File: src/rtl/alu_mc.sv
// Multi-cycle registered ALU: single-cycle ops complete one edge after accept,
// MUL (shift-add) and SHN (one bit per cycle) iterate before completing.
module alu_mc #(
  parameter int WIDTH = 8
) (
  input  logic             CLK,
  input  logic             RST_N,
  input  logic             IN_VALID,
  output logic             IN_READY,
  input  logic [2:0]       OP,
  input  logic [WIDTH-1:0] INPUTA,
  input  logic [WIDTH-1:0] INPUTB,
  input  logic             SC_IN,
  output logic [WIDTH-1:0] OUT,
  output logic [WIDTH-1:0] OUT_HI,
  output logic             SC_OUT,
  output logic             ZERO,
  output logic             OUT_VALID
);

  localparam int SAW = $clog2(WIDTH);
  localparam int CW  = SAW + 1;

  typedef enum logic [1:0] {S_IDLE, S_MUL, S_SHN} state_e;
  typedef enum logic [2:0] {
    OP_ADD = 3'b000, OP_LSH = 3'b001, OP_RSH = 3'b010, OP_XOR = 3'b011,
    OP_AND = 3'b100, OP_CMP = 3'b101, OP_MUL = 3'b110, OP_SHN = 3'b111
  } op_e;

  state_e             r_state, w_state_nxt;
  op_e                r_op, w_op_in;
  logic [WIDTH-1:0]   r_a, r_b;
  logic               r_ci, r_pend;
  logic [2*WIDTH-1:0] r_mc, r_acc, w_acc_nxt;
  logic [CW-1:0]      r_cnt, r_n, w_cnt_nxt, w_target;
  logic [SAW-1:0]     w_amt;
  logic               w_accept, w_start_mul, w_start_shn, w_done;
  logic [WIDTH-1:0]   w_res, w_sh_nxt;
  logic               w_res_sc;
  logic [WIDTH:0]     w_sum, w_diff;

  logic [WIDTH-1:0]   r_out, r_out_hi;
  logic               r_sc, r_zero, r_valid;

  assign w_op_in     = op_e'(OP);
  assign w_amt       = INPUTB[SAW-1:0];
  assign w_accept    = IN_VALID && IN_READY;
  assign w_start_mul = w_accept && (w_op_in == OP_MUL);
  assign w_start_shn = w_accept && (w_op_in == OP_SHN) && (w_amt != '0);

  assign w_cnt_nxt = r_cnt + 1'b1;
  assign w_target  = (r_state == S_MUL) ? CW'(WIDTH) : r_n;
  assign w_done    = (r_state != S_IDLE) && (w_cnt_nxt == w_target);
  assign w_acc_nxt = r_acc + (r_b[0] ? r_mc : '0);
  assign w_sh_nxt  = {r_a[WIDTH-2:0], 1'b0};

  assign w_sum  = {1'b0, r_a} + {1'b0, r_b} + {{WIDTH{1'b0}}, r_ci};
  assign w_diff = {1'b0, r_a} - {1'b0, r_b};

  always_ff @(posedge CLK or negedge RST_N) begin
    if (!RST_N) r_state <= S_IDLE;
    else        r_state <= w_state_nxt;
  end

  always_comb begin
    w_state_nxt = r_state;
    case (r_state)
      S_IDLE: begin
        if (w_start_mul)      w_state_nxt = S_MUL;
        else if (w_start_shn) w_state_nxt = S_SHN;
      end
      S_MUL, S_SHN: if (w_done) w_state_nxt = S_IDLE;
      default: w_state_nxt = S_IDLE;
    endcase
  end

  always_comb begin
    IN_READY  = (r_state == S_IDLE);
    OUT       = r_out;
    OUT_HI    = r_out_hi;
    SC_OUT    = r_sc;
    ZERO      = r_zero;
    OUT_VALID = r_valid;
  end

  // Single-cycle result, evaluated from operands latched at the accept edge.
  always_comb begin
    w_res    = '0;
    w_res_sc = 1'b0;
    case (r_op)
      OP_ADD:  {w_res_sc, w_res} = w_sum;
      OP_LSH:  {w_res_sc, w_res} = {r_a, r_ci};
      OP_RSH:  {w_res, w_res_sc} = {r_ci, r_a};
      OP_XOR:  w_res = r_a ^ r_b;
      OP_AND:  w_res = r_a & r_b;
      OP_CMP:  {w_res_sc, w_res} = w_diff;
      OP_SHN:  w_res = r_a;
      default: w_res = '0;
    endcase
  end

  // r_a doubles as the SHN shift register and r_b as the MUL multiplier.
  always_ff @(posedge CLK or negedge RST_N) begin
    if (!RST_N) begin
      r_op     <= OP_ADD;
      r_a      <= '0;
      r_b      <= '0;
      r_ci     <= 1'b0;
      r_pend   <= 1'b0;
      r_mc     <= '0;
      r_acc    <= '0;
      r_cnt    <= '0;
      r_n      <= '0;
      r_out    <= '0;
      r_out_hi <= '0;
      r_sc     <= 1'b0;
      r_zero   <= 1'b0;
      r_valid  <= 1'b0;
    end else begin
      r_valid <= 1'b0;
      r_pend  <= w_accept && !w_start_mul && !w_start_shn;

      if (w_accept) begin
        r_op  <= w_op_in;
        r_a   <= INPUTA;
        r_b   <= INPUTB;
        r_ci  <= SC_IN;
        r_mc  <= {{WIDTH{1'b0}}, INPUTA};
        r_acc <= '0;
        r_cnt <= '0;
        r_n   <= {1'b0, w_amt};
      end else if (r_state == S_MUL) begin
        r_acc <= w_acc_nxt;
        r_mc  <= r_mc << 1;
        r_b   <= r_b >> 1;
        r_cnt <= w_cnt_nxt;
      end else if (r_state == S_SHN) begin
        r_a   <= w_sh_nxt;
        r_cnt <= w_cnt_nxt;
      end

      if (r_pend) begin
        r_out    <= w_res;
        r_out_hi <= '0;
        r_sc     <= w_res_sc;
        r_zero   <= (w_res == '0);
        r_valid  <= 1'b1;
      end else if (r_state == S_MUL && w_done) begin
        {r_out_hi, r_out} <= w_acc_nxt;
        r_sc     <= |w_acc_nxt[2*WIDTH-1:WIDTH];
        r_zero   <= (w_acc_nxt == '0);
        r_valid  <= 1'b1;
      end else if (r_state == S_SHN && w_done) begin
        r_out    <= w_sh_nxt;
        r_out_hi <= '0;
        r_sc     <= r_a[WIDTH-1];
        r_zero   <= (w_sh_nxt == '0);
        r_valid  <= 1'b1;
      end
    end
  end

endmodule

File: config.mk
export PLATFORM = sky130hd
export DESIGN_NAME = alu_mc
export DESIGN_NICKNAME = d
export VERILOG_FILES = /design/src/rtl/alu_mc.sv
export SDC_FILE = /design/constraint.sdc
export NUM_CORES = 1
export LEC_CHECK = 0
export CORE_ASPECT_RATIO = 1.2
export CORE_MARGIN = 3
export CORE_UTILIZATION = 35
export DETAILED_ROUTE_END_ITERATION = 12
export GPL_ROUTABILITY_DRIVEN = 0
export PLACE_DENSITY = 0.62
export SLEW_MARGIN = 20
export SYNTH_ARGS = -nofsm -noshare
export SYNTH_HDL_FRONTEND = slang
export SYNTH_SLANG_ARGS = --single-unit
File: constraint.sdc
create_clock -name CLK -period 6.25 [get_ports CLK]
set_input_delay 1.25 -clock CLK [delete_from_list [all_inputs] [get_ports CLK]]
set_output_delay 1.25 -clock CLK [all_outputs]
set_load 0.01 [all_outputs]
==> results.txt, run 1 <==
For this design the top-level I/O count stands at 43. The clock edge transition at the registers on the reported setup and hold paths works out to 0.06 ns. IR analysis of the VDD net gives a maximum drop of 0.318 mV. The critical path goes through inv_1 -> ha_2 -> buf_4 -> inv_1 -> nor4_2 -> buf_4 -> and2_0 -> nand2b_1 -> nor4_1 -> nand4b_1 -> and3_1.

By area the synthesized netlist is led by sky130_fd_sc_hd__dfrtp_1, sky130_fd_sc_hd__ha_1, sky130_fd_sc_hd__mux2i_1, sky130_fd_sc_hd__nand2_1, sky130_fd_sc_hd__nor2_1. The instance count on the critical path came out at 11. The arrival time at the worst endpoint was 3.72 ns; the fraction of registers with async set or reset after synthesis was 100%.

The tools report the sum of net half-perimeters after detailed placement as 10.7 mm. For the total clock buffers created by CTS, the log shows 9. The sum of negative setup slack is 0 ns. The required time at the worst-slack endpoint is 6.47 ns. The run finished with clean final reports.

Setup repair after global routing left no endpoint under its margin. The slew of the pin with the lowest slew margin works out to 0.847 ns. Sorting the synthesized cells by how often they occur yields sky130_fd_sc_hd__dfrtp_1, sky130_fd_sc_hd__nand2_1, sky130_fd_sc_hd__nor2_1. Setup violations remaining at the end of the flow were counted as 0. The signed area change from the synthesized netlist to the final layout came out at 15.5%.

Using the TritonRoute via totals, the vias-per-cell ratio works out to 5.60. After floorplanning, the core was divided into 50 placement rows. The DRC violations left is 0, and the core utilization of the finished layout is 41.5%. The logs give 842 for the number of placed instances, taps included and 16.5% for the all-layer global routing usage. Yosys mapped the design onto 69 distinct sky130hd cell types.

Counting along the longest clock path gives a buffer depth of 2. The setup path with the least slack is of type reg2reg. Based on the critical path, the design can be clocked at up to 286 MHz. Cells with a size suffix above 1 make up 5.23% of the layout.

The first routing iteration left 334 violations. The sort of element at the start of the critical path was a flip-flop. Entering global routing, the biggest net connects 82 pins.

The largest single stage delay on the critical path is 0.61 ns. The post-synthesis net count is 686, and the count of hold-fix buffers inserted at cts is 0. For this run, the number of Yosys warnings is 0. The most common flop cell mapped by yosys is sky130_fd_sc_hd__dfrtp_1. The average wire length per cell after detail routing was 16.8 um; the worst-case reg-to-reg path depth was 11. For the finished layout, the period the worst path requires is 3.49 ns.

The final hold violation count was 0; the post-CTS setup-driven buffer insertion count was 0. The detailed router placed 4,804 vias in this run. The core region is 15,700 sq um.

On the critical path, the stage with the largest delay is an instance of sky130_fd_sc_hd__buf_4. Of all cell types, the one taking the most synthesized area is sky130_fd_sc_hd__dfrtp_1. The clock reaches the later pin of the worst-skew pair after 0.34 ns.

After detailed routing, the total wire length is 14.4 mm. The most used standard cell by instance count after synthesis was sky130_fd_sc_hd__dfrtp_1. The count of clock tree sinks came out at 81. Along the worst path, the maximum fanout reaches 55. The final instance area came out at 6520 sq um.

Before CTS, the worst setup slack after placement is 2.77 ns. Measured along the x axis, the die boundary spans 122 um. The initial antenna violation count is 0. The largest clock skew in the final design was 0.00628 ns. CTS placed an instance of sky130_fd_sc_hd__clkbuf_16 at the clock tree root.

Power spread over the standard cell area amounts to 535 nW/um^2. The number of nets in the layout was 708; the sequential element share of the synthesized area was 35.9%. The first detailed-routing pass took 5 iterations.

In this run the biggest area consumer among cell types represents 35.9% of the synthesized area. The count of maximum capacitance violations is 0, and the count of nets left with antenna violations after detail routing is 0. The critical path contains buffers and inverters numbering 4 combined.

In this run the cell area measured after placement is 6170 sq um. For the via count of the first global-routing pass, the log shows 4,570. Leaving out filler cells and counting taps, the final layout contains 858. In this run, synthesis produced a sequential element count of 81. The run gives 0 as the number of diodes. Grouping stages by cell kind, the critical path spends the most delay in simple AND/OR/NAND/NOR gates. During placement, the flow inserted port buffers numbering 42.

Summed over all layers, the global routing overflow is 0. TritonCTS built the clock tree. The worst setup path is captured at a flip-flop. The tools report the cell area after synthesis as 5650 sq um. The tightest min-delay check is of the reg2reg type. The die covers 17,700 sq um. For the total leakage power, the log shows 0.00283 uW. Synthesis produced a netlist whose cell count is 623. Initial core utilization: 36.0%. Averaged over all synthesized cells, the footprint is 9.07 sq um. The worst path meets setup with 2.76 ns of slack. The synthesized design contains 0 enable-type register cells.

In this run, post-CTS repair resized a total of 0 instances. The height of the die was 145 um; the global-route wire length before repair was 23.6 mm. The tools report the worst-case headroom to the max-slew limit as 43.5%. The final critical path takes up 55.9% of the cycle. The H-tree generated during clock tree synthesis spans 3 levels. The max-slew violation count is 0, and the number of cells on the worst hold path is 1.
cell families after synthesis:
logic type / count (synthesis) / synth area share, %
mux: 46 / 8.17
flops: 81 / 35.9
compound gates: 172 / 20.9
fa+ha+maj: 40 / 9.39
buf+inv: 60 / 4.87
simple gates: 197 / 16.6
xor+xnor: 27 / 4.19
final timing paths:
kind | startpoint | end | slack (ns)
hold reg to reg | OUT_HI[2]$_DFFE_PN0P_ | OUT_HI[2]$_DFFE_PN0P_ | 0.50
hold / removal | OUT_HI[2]$_DFFE_PN0P_ | OUT_HI[2]$_DFFE_PN0P_ | 0.50
setup / recovery | r_state[1]$_DFFE_PN0P_ | SC_OUT$_DFFE_PN0P_ | 2.76
max in group asynchronous | RST_N | OUT[3]$_DFFE_PN0P_ | 4.78
setup reg to reg | r_state[1]$_DFFE_PN0P_ | SC_OUT$_DFFE_PN0P_ | 2.76
min in group asynchronous | RST_N | r_acc[11]$_DFFE_PN0P_ | 0.94
flip-flops by register name, indices dropped and copies added, names as in the netlist, 2 cells and up:
register and count:
r_acc 16, r_mc 16, OUT 8, OUT_HI 8, r_a 8, r_b 8
r_cnt 4, r_n 3, r_op 3, r_state 2
metrics by stage:
stage | total power, uW | hold slack (ns)
3_3_place_gp | 2820 | 0.499
2_1_floorplan | 2370 | 0.465
5_1_grt | 3780 | 0.512
3_5_place_dp | 2870 | 0.496
4_1_cts | 3500 | 0.510
6_report | 3490 | 0.505
where the power goes:
group	internal, uW	switching (uW)
Sequential	701	281
Combinational	811	1090
Clock	403	207
final cells by class:
| type | count | area [sq um] |
|---|---|---|
| inverter | 27 | 101 |
| clock inverter | 4 | 98.8 |
| fill | 1529 | 9180 |
| sequential | 81 | 2030 |
| tap | 208 | 260 |
| multi-input combinational | 482 | 3350 |
| clock buffer | 12 | 246 |
| timing repair buffer | 44 | 437 |
layout by cell type, fill, tap and decap left out, types with 4 or more instances in the layout:
master                            synthesis  layout
sky130_fd_sc_hd__o21ai_0                 43      43
sky130_fd_sc_hd__a221oi_1                 7       7
sky130_fd_sc_hd__and3_1                   5       5
sky130_fd_sc_hd__nand2b_1                 4       4
sky130_fd_sc_hd__inv_1                   26      26
sky130_fd_sc_hd__nor2b_1                  6       6
sky130_fd_sc_hd__a31oi_1                  7       7
sky130_fd_sc_hd__nor4_1                   5       5
sky130_fd_sc_hd__mux2i_1                 45      45
sky130_fd_sc_hd__dfrtp_1                 81      81
sky130_fd_sc_hd__o21bai_1                 5       5
sky130_fd_sc_hd__o211ai_1                 8       8
sky130_fd_sc_hd__nand2_1                 64      64
sky130_fd_sc_hd__nor3_1                   8       8
sky130_fd_sc_hd__xor2_1                  11      11
sky130_fd_sc_hd__ha_1                    36      35
sky130_fd_sc_hd__a21oi_1                 30      30
sky130_fd_sc_hd__nand3_1                  5       5
sky130_fd_sc_hd__a211oi_1                 8       8
sky130_fd_sc_hd__a21o_1                   7       7
sky130_fd_sc_hd__fa_1                     4       4
sky130_fd_sc_hd__xnor2_1                 16      16
sky130_fd_sc_hd__o22ai_1                  4       4
sky130_fd_sc_hd__clkdlybuf4s50_1          0      41
sky130_fd_sc_hd__and2_1                  19      18
sky130_fd_sc_hd__nor2_1                  60      60
sky130_fd_sc_hd__a22oi_1                  9       9
sky130_fd_sc_hd__clkbuf_16                0       9
sky130_fd_sc_hd__a22o_1                  10      10
layer usage:
metal / vias to the layer above / global-route usage (%) / routed length [um]
met2: 172 / 23.8 / 6420
met4: 0 / 7.29 / 469
met5: - / 0 / 0
met3: 36 / 2.42 / 766
met1: 2306 / 24.2 / 6790
li1: 2290 / - / -
worst register-to-register path, stage by stage (launching register included):
cell and delay (ns):
sky130_fd_sc_hd__dfrtp_1 0.38, sky130_fd_sc_hd__inv_1 0.11, sky130_fd_sc_hd__ha_2 0.17, sky130_fd_sc_hd__buf_4 0.61
sky130_fd_sc_hd__inv_1 0.36, sky130_fd_sc_hd__nor4_2 0.42, sky130_fd_sc_hd__buf_4 0.27, sky130_fd_sc_hd__and2_0 0.39
sky130_fd_sc_hd__nand2b_1 0.10, sky130_fd_sc_hd__nor4_1 0.19, sky130_fd_sc_hd__nand4b_1 0.17, sky130_fd_sc_hd__and3_1 0.21
No activity file was read; power rests on OpenSTA's default activity.
==> inputs of run 2 (changes only) <==
--- a/config.mk
+++ b/config.mk
@@ -10,7 +10,7 @@
 export CORE_UTILIZATION = 35
 export DETAILED_ROUTE_END_ITERATION = 12
 export GPL_ROUTABILITY_DRIVEN = 0
-export PLACE_DENSITY = 0.62
+export PLACE_DENSITY = 0.64
 export SLEW_MARGIN = 20
 export SYNTH_ARGS = -nofsm -noshare
 export SYNTH_HDL_FRONTEND = slang
==> constraint.sdc (replaced) <==
create_clock -name CLK -period 3.14 [get_ports CLK]
set_input_delay 0.628 -clock CLK [delete_from_list [all_inputs] [get_ports CLK]]
set_output_delay 0.628 -clock CLK [all_outputs]
set_load 0.01 [all_outputs]
==> results.txt, run 2 (synthesis results as in run 1) <==
The run finished with clean final reports. After global routing the overflow that remains totals 0. In the layout the commonest cells are sky130_fd_sc_hd__dfrtp_1, sky130_fd_sc_hd__nand2_1, sky130_fd_sc_hd__nor2_1. The iteration count of the initial detailed-routing pass is 5, and the power share of the combinational group is 61.7%.

Class of the most critical hold timing path: in2async. The horizontal extent of the die came out at 122 um. Number of diodes: 0. Static timing analysis puts the maximum clock frequency at 326 MHz. The routed wire length came out at 15.3 mm. Across the routed clock network, the largest skew measured is 0.00601 ns. For the die footprint, the log shows 17,700 sq um. The clock period could shrink to 3.07 ns. The depth of the CTS H-tree was 3. TritonCTS built the clock tree. For the DRC violations left, the log shows 0. For this run, the total global-route usage over all layers was measured as 17.6%. Dividing the detail-routed via count by the number of cells gives 5.57. Signed area change from the synthesized netlist to the final layout: 20.8%. The worst setup path is of the reg2reg kind. Core utilization of the finished layout: 43.4%. Dividing total power by cell area gives a power density of 1070 nW/um^2. The tools report the net switching component of the power as 3350 uW.

The final hold violation count is 0, and the violation count after the first detailed-route iteration is 390. Across the run, the number of max-cap violations was 0. On the final layout, the worst hold slack is 0.248 ns.

The sort of element at the start of the critical path is a flip-flop. Setup violations remaining at the end of the flow were counted as 0. The number of vias after detailed routing was 4,971. In this run, flip-flops and latches consume 24.1% of the power.

The total area inside the core boundary comes to 15,700 sq um. The first global-routing pass estimated 25.2 mm of wire. For the via count of the first global-routing pass, the log shows 5,034.

The die is 145 um tall. The later pin in the worst-skew pair is clocked with a latency of 0.34 ns. Of the available clock period, the critical path in the final layout requires 97.7%. The count of clock tree sinks is 81. Critical path's slowest cell: sky130_fd_sc_hd__or4b_4. Count of hold-fix buffers inserted at cts: 0. Count of nets left with antenna violations after detail routing: 0. Element type at the critical path end: a flip-flop. Setup repair after global routing could not meet its margin everywhere. No sink is reached through more buffers than the 2 on the longest clock path. The clock edge transition at the registers on the reported setup and hold paths was 0.06 ns.

In the final layout, the registers with the most flip-flops are r_acc: 16 flops, r_mc: 16 flops. The tools report the initial antenna violation count as 0. The root cell of the clock tree is sky130_fd_sc_hd__clkbuf_16.

The slew of the pin with the lowest slew margin is 0.718 ns. OpenSTA, run right after detailed placement, puts the worst setup slack at -0.0190 ns. Measured against its own limit, the worst slew margin works out to 52.1%.

Counting stages on the worst path, the most repeated cell is sky130_fd_sc_hd__fa_2. Data on the critical path is required at its endpoint by 3.40 ns. Once the floorplan was initialized, standard cells occupied 36.0% of the core. The sum of negative setup slack is 0 ns. The analysis attributes to cell leakage a power of 0.00300 uW. The sum of net half-perimeters after detailed placement is 11.7 mm, and the share of power burned in the clock network is 14.2%.

The run gives 47 as the pin count of the biggest net entering global routing. The tools report the I/O pin count as 43. Leaving out fill and tap cells, the most frequent cell in the layout is sky130_fd_sc_hd__dfrtp_1.

Number of port buffers: 42. Across the VDD grid, the largest voltage drop is 0.653 mV. Of the cells placed in the final design, the portion with a size suffix greater than 1 is 12.1%. The cell row count is 50, and the least setup slack across all paths after layout is 0.0730 ns.

The total power after layout is 7330 uW. The critical path goes through inv_2 -> fa_2 -> inv_1 -> fa_2 -> nor2b_4 -> o31ai_2 -> buf_4 -> a221oi_4 -> o22ai_2 -> or4b_4 -> nor4_4 -> a311oi_1 -> o22ai_1. The total clock buffers created by CTS came out at 9.

The arrival time at the worst endpoint is 3.33 ns. Net switching is 45.7% of the power. For this run, the slowest stage of the critical path takes 0.54 ns. The cell-internal power is 3980 uW. In the final routed layout, each cell accounts on average for 17.1 um. Of all nets on the critical path, the largest fanout is 3.

The number of nets in the layout is 743, and the max-slew violation count is 0.
-- run 2: cell types whose count changed in the layout (fill, tap and decap cells not counted), moves of 2 or more --
| cell | previous run | this run |
|---|---|---|
| sky130_fd_sc_hd__buf_4 | 2 | 37 |
| sky130_fd_sc_hd__inv_2 | 1 | 3 |
| sky130_fd_sc_hd__fa_1 | 4 | 2 |
| sky130_fd_sc_hd__inv_1 | 26 | 24 |
| sky130_fd_sc_hd__clkinv_2 | 0 | 3 |
| sky130_fd_sc_hd__fa_2 | 0 | 2 |
| sky130_fd_sc_hd__bufinv_16 | 3 | 1 |
| sky130_fd_sc_hd__clkbuf_1 | 2 | 0 |
| sky130_fd_sc_hd__a221oi_4 | 0 | 2 |
-- run 2: stage by stage --
step,instances,area [sq um]
2_1_floorplan,623,5650
3_3_place_gp,872,6410
3_5_place_dp,872,6410
4_1_cts,891,6730
5_1_grt,893,6820
6_report,893,6820
-- run 2: repair_timing --
action / in CTS / in global routing
gates resized for setup: 3 / 13
buffers inserted: 3 / 2
cloned: 0 / 0
pin swaps: 3 / 10
setup endpoints to repair: 1 / 2
-- run 2: layout make-up --
cell class | instances | area (sq um)
clock inverter | 7 | 70.1
fill | 1530 | 8880
sequential | 81 | 2030
clock buffer | 9 | 225
tap | 208 | 260
multi-input combinational | 482 | 3430
timing repair buffer | 79 | 708
inverter | 27 | 101
-- run 2: critical path: cells and delay by family, from the launching register on --
kind	cells	cell delay (ns)
compound gates	5	0.78
fa+ha+maj	2	0.60
buf+inv	3	0.30
flops	1	0.38
simple gates	3	0.93
-- run 2: final timing paths --
path,from,endpoint,slack [ns],depth (start not counted)
setup / recovery,r_ci$_DFFE_PN0P_,ZERO$_DFFE_PN0P_,0.07,13
hold / removal,RST_N,r_mc[15]$_DFFE_PN0P_,0.25,1
setup reg to reg,r_ci$_DFFE_PN0P_,ZERO$_DFFE_PN0P_,0.07,13
hold reg to reg,OUT_HI[2]$_DFFE_PN0P_,OUT_HI[2]$_DFFE_PN0P_,0.50,1
max in group asynchronous,RST_N,OUT[1]$_DFFE_PN0P_,2.19,2
min in group CLK,OUT_HI[2]$_DFFE_PN0P_,OUT_HI[2]$_DFFE_PN0P_,0.50,1
-- run 2: power by group through the flow --
stage / Clock (uW) / Combinational, uW / Sequential (uW)
final: 1040 / 4520 / 1760
after CTS: 1070 / 4330 / 1760
after global routing: 1110 / 4980 / 1810
after global placement: 0 / 4160 / 1770
after floorplan: 0 / 3010 / 1710
after detailed placement: 0 / 4270 / 1770
-- run 2: routing by layer --
layer	vias up	routed length, um	part of all wire (%)	global-route usage (%)
met3	37	891	5.8	3.43
met2	191	7130	47	27.4
met1	2389	6760	44	23.5
met4	0	481	3.2	7.90
met5	-	0	0	0
li1	2354	-	-	-
==> RTL edit, RTL diff (config.mk and constraints of run 2) <==
Reset style: synchronous (`RST_N`), changed in 2 clocked blocks.
--- a/src/rtl/alu_mc.sv
+++ b/src/rtl/alu_mc.sv
@@ -58,5 +58,5 @@
   assign w_diff = {1'b0, r_a} - {1'b0, r_b};
 
-  always_ff @(posedge CLK or negedge RST_N) begin
+  always_ff @(posedge CLK) begin
     if (!RST_N) r_state <= S_IDLE;
     else        r_state <= w_state_nxt;
@@ -101,5 +101,5 @@
 
   // r_a doubles as the SHN shift register and r_b as the MUL multiplier.
-  always_ff @(posedge CLK or negedge RST_N) begin
+  always_ff @(posedge CLK) begin
     if (!RST_N) begin
       r_op     <= OP_ADD;
Formal check against the unedited RTL: differs if RST_N is asserted again (counterexample within 4 cycles, from zero or initial values and one cycle with RST_N low); with RST_N held inactive, the same outputs for 4 cycles.
==> RTL edit against run 2 <==
Sequential cell count stayed put. Routed wire length is 9.2% higher. Worst setup slack better by 0.11 ns. First-iteration DRC count is 26% lower. Critical path depth is 2 lower. Cell area is 0.48% higher. Synthesized cell count is 15% higher. Count of clock-buffer cells in the layout stayed put. Synthesized area is 1.1% higher. Global-route usage is 1.2 points higher. Die area is 1.1% higher.
Power is not compared: it rests on default switching activity, and its combinational part moved more than twofold at a synthesized area within 25%.
==> RTL edit: results (changes against run 2) <==
The number of fillers in the final layout is 1613 (+5.4%). The post-CTS resize count came out at 0 (-3). The met1 track utilization from global routing is 23.23% (-0.23 points).

The first-pass GRT wire length is 26880 um (+6.7%). The cell area after placement is 0.006535 mm^2 (+2.0%). The number of cells after detailed placement is 962 (+10%). The clock tree skew after final layout is 0.01301 ns (+0.007002 ns). The buffer levels on the longest clock path is 2 (unchanged). The pre-CTS setup slack is 0.03948 ns (+0.05847 ns). The worst supply voltage drop on vdd came out at around 0.23 mV. The run finished with clean final reports. The met3 global-route usage is 2.605% (-0.83 points). For this design the static power due to leakage is 2.616 nW. The relative max-transition margin is 40.69% (-11 points). The largest net degree at the start of global routing is 41 (-13%). The total number of nets in the final design was 828 (+11%). The total track usage is 18.81% (+1.2 points). The worst hold path belongs to the class flop to flop. By area the synthesized netlist is led by dfxtp_1 (28%), ha_1 (7.9%), nand2_1 (5.6%), nor2_1 (5.1%), mux2i_1 (4.7%).

The fraction of registers with async set or reset after synthesis is 0% (-100 points). The via count of the first global-routing pass was 5161 (+2.5%). The number of clock buffers inserted by TritonCTS came out at 9 (unchanged).

The proportion of synthesized chip area in sequential cells was 28.38% (-7.5 points). The highest cell delay on the worst timing path is 0.42 ns (-0.12 ns). The DRC violation total after the first TritonRoute iteration came out at 289 (-26%). The signal arrival time at the worst endpoint is 3.25 ns (-0.08 ns).

The number of synthesized flops with an enable pin is 0 (unchanged). Among all flip-flop cells after synthesis, the most frequent one is dfxtp_1. The via count was 5457 (+9.8%). The commonest cells after synthesis are nand2_1 (85), dfxtp_1 (81), nor2_1 (78), a21oi_1 (45), ha_1 (36). The warning count from the yosys run is 0 (unchanged). The post-synthesis cell type count came to 81 (+17%). The slowest stage of the critical path is the fa_1 cell. The number of levels in the clock H-tree came to 3 (unchanged). The cell count after synthesis is 716 (+15%).

Among cell families on the critical path, the largest total delay comes from compound AO/OA/AOI/OAI gates. The largest driver fanout on the critical path is 18 (+15). The number of buffers inserted to repair setup after CTS was 0 (-3). The post-detailed-routing wire length was 16680 um (+9.2%). The proportion of layout cells with a drive suffix above 1 is 10.39% (-1.7 points). The synthesized netlist net count came to 779 (+14%).

The met2 layer usage reported by global route came out at 32.38% (+5.0 points). The number of antenna violations at the first check in global routing was 0 (unchanged). The average routed wire per standard cell is 17.05 um (-0.28%).

The detailed placer's ending HPWL is 12820 um (+10%).
-- RTL edit: cell types whose count changed after synthesis, moves of 14 or more --
cell,change
nand2_1,+21
clkbuf_1,+14
dfrtp_1,-81
a21oi_1,+15
dfxtp_1,+81
o21ai_0,-25
nor2_1,+18
mux2i_1,-18
-- RTL edit: cells by family (layout without fill, tap and decap cells) --
logic type | after synthesis | after routing | share of synthesized area, %
fa+ha+maj | 40 | 40 | 9.286
mux | 39 | 39 | 7.293
xor+xnor | 20 | 20 | 3.329
flops | 81 | 81 | 28.38
compound gates | 196 | 196 | 24.53
simple gates | 268 | 268 | 22.23
buf+inv | 72 | 126 | 4.950
-- RTL edit: path summary, 6_finish.rpt --
check | slack, ns | to | cells past startpoint | startpoint
worst min register to register | 0.47 | r_n[1] | 2 | r_n[1]
worst max register to register | 0.19 | SC_OUT | 11 | r_b[0]
worst max-delay path | 0.19 | SC_OUT | 11 | r_b[0]
worst min-delay path | 0.47 | r_n[1] | 2 | r_n[1]
-- RTL edit: where the power goes --
part	switching, mW	internal, mW	leakage (nW)	total, mW
Combinational	0.340	0.263	1.81	0.602
Sequential	0.0557	1.07	0.661	1.13
Clock	0.463	0.623	0.143	1.09
-- RTL edit: cell type report --
type / count / area [um^2] / share of cell area (%)
multi-input cells: 563 / 3842 / 56.06
flip-flops and latches: 81 / 1623 / 23.68
repair buffers: 79 / 710.7 / 10.37
well taps: 208 / 260.3 / 3.797
clock buffers: 9 / 225.2 / 3.286
inverters: 31 / 116.4 / 1.698
clock inverters: 7 / 76.32 / 1.114
-- RTL edit: metal layers --
metal,wire length (um),up-vias
met5,0,-
met4,540,0
met3,552,36
met2,8376,145
met1,7207,2575
li1,-,2701
-- RTL edit: worst register-to-register path: stages, from the launching register on --
cell and delay [ns]:
dfxtp_2 0.41, and2_1 0.18, ha_1 0.22, fa_1 0.42, a21oi_1 0.23, buf_4 0.17, o211ai_1 0.18, a311o_1 0.32
o311ai_1 0.38, a2111oi_4 0.09, a31oi_1 0.20, o21a_1 0.12
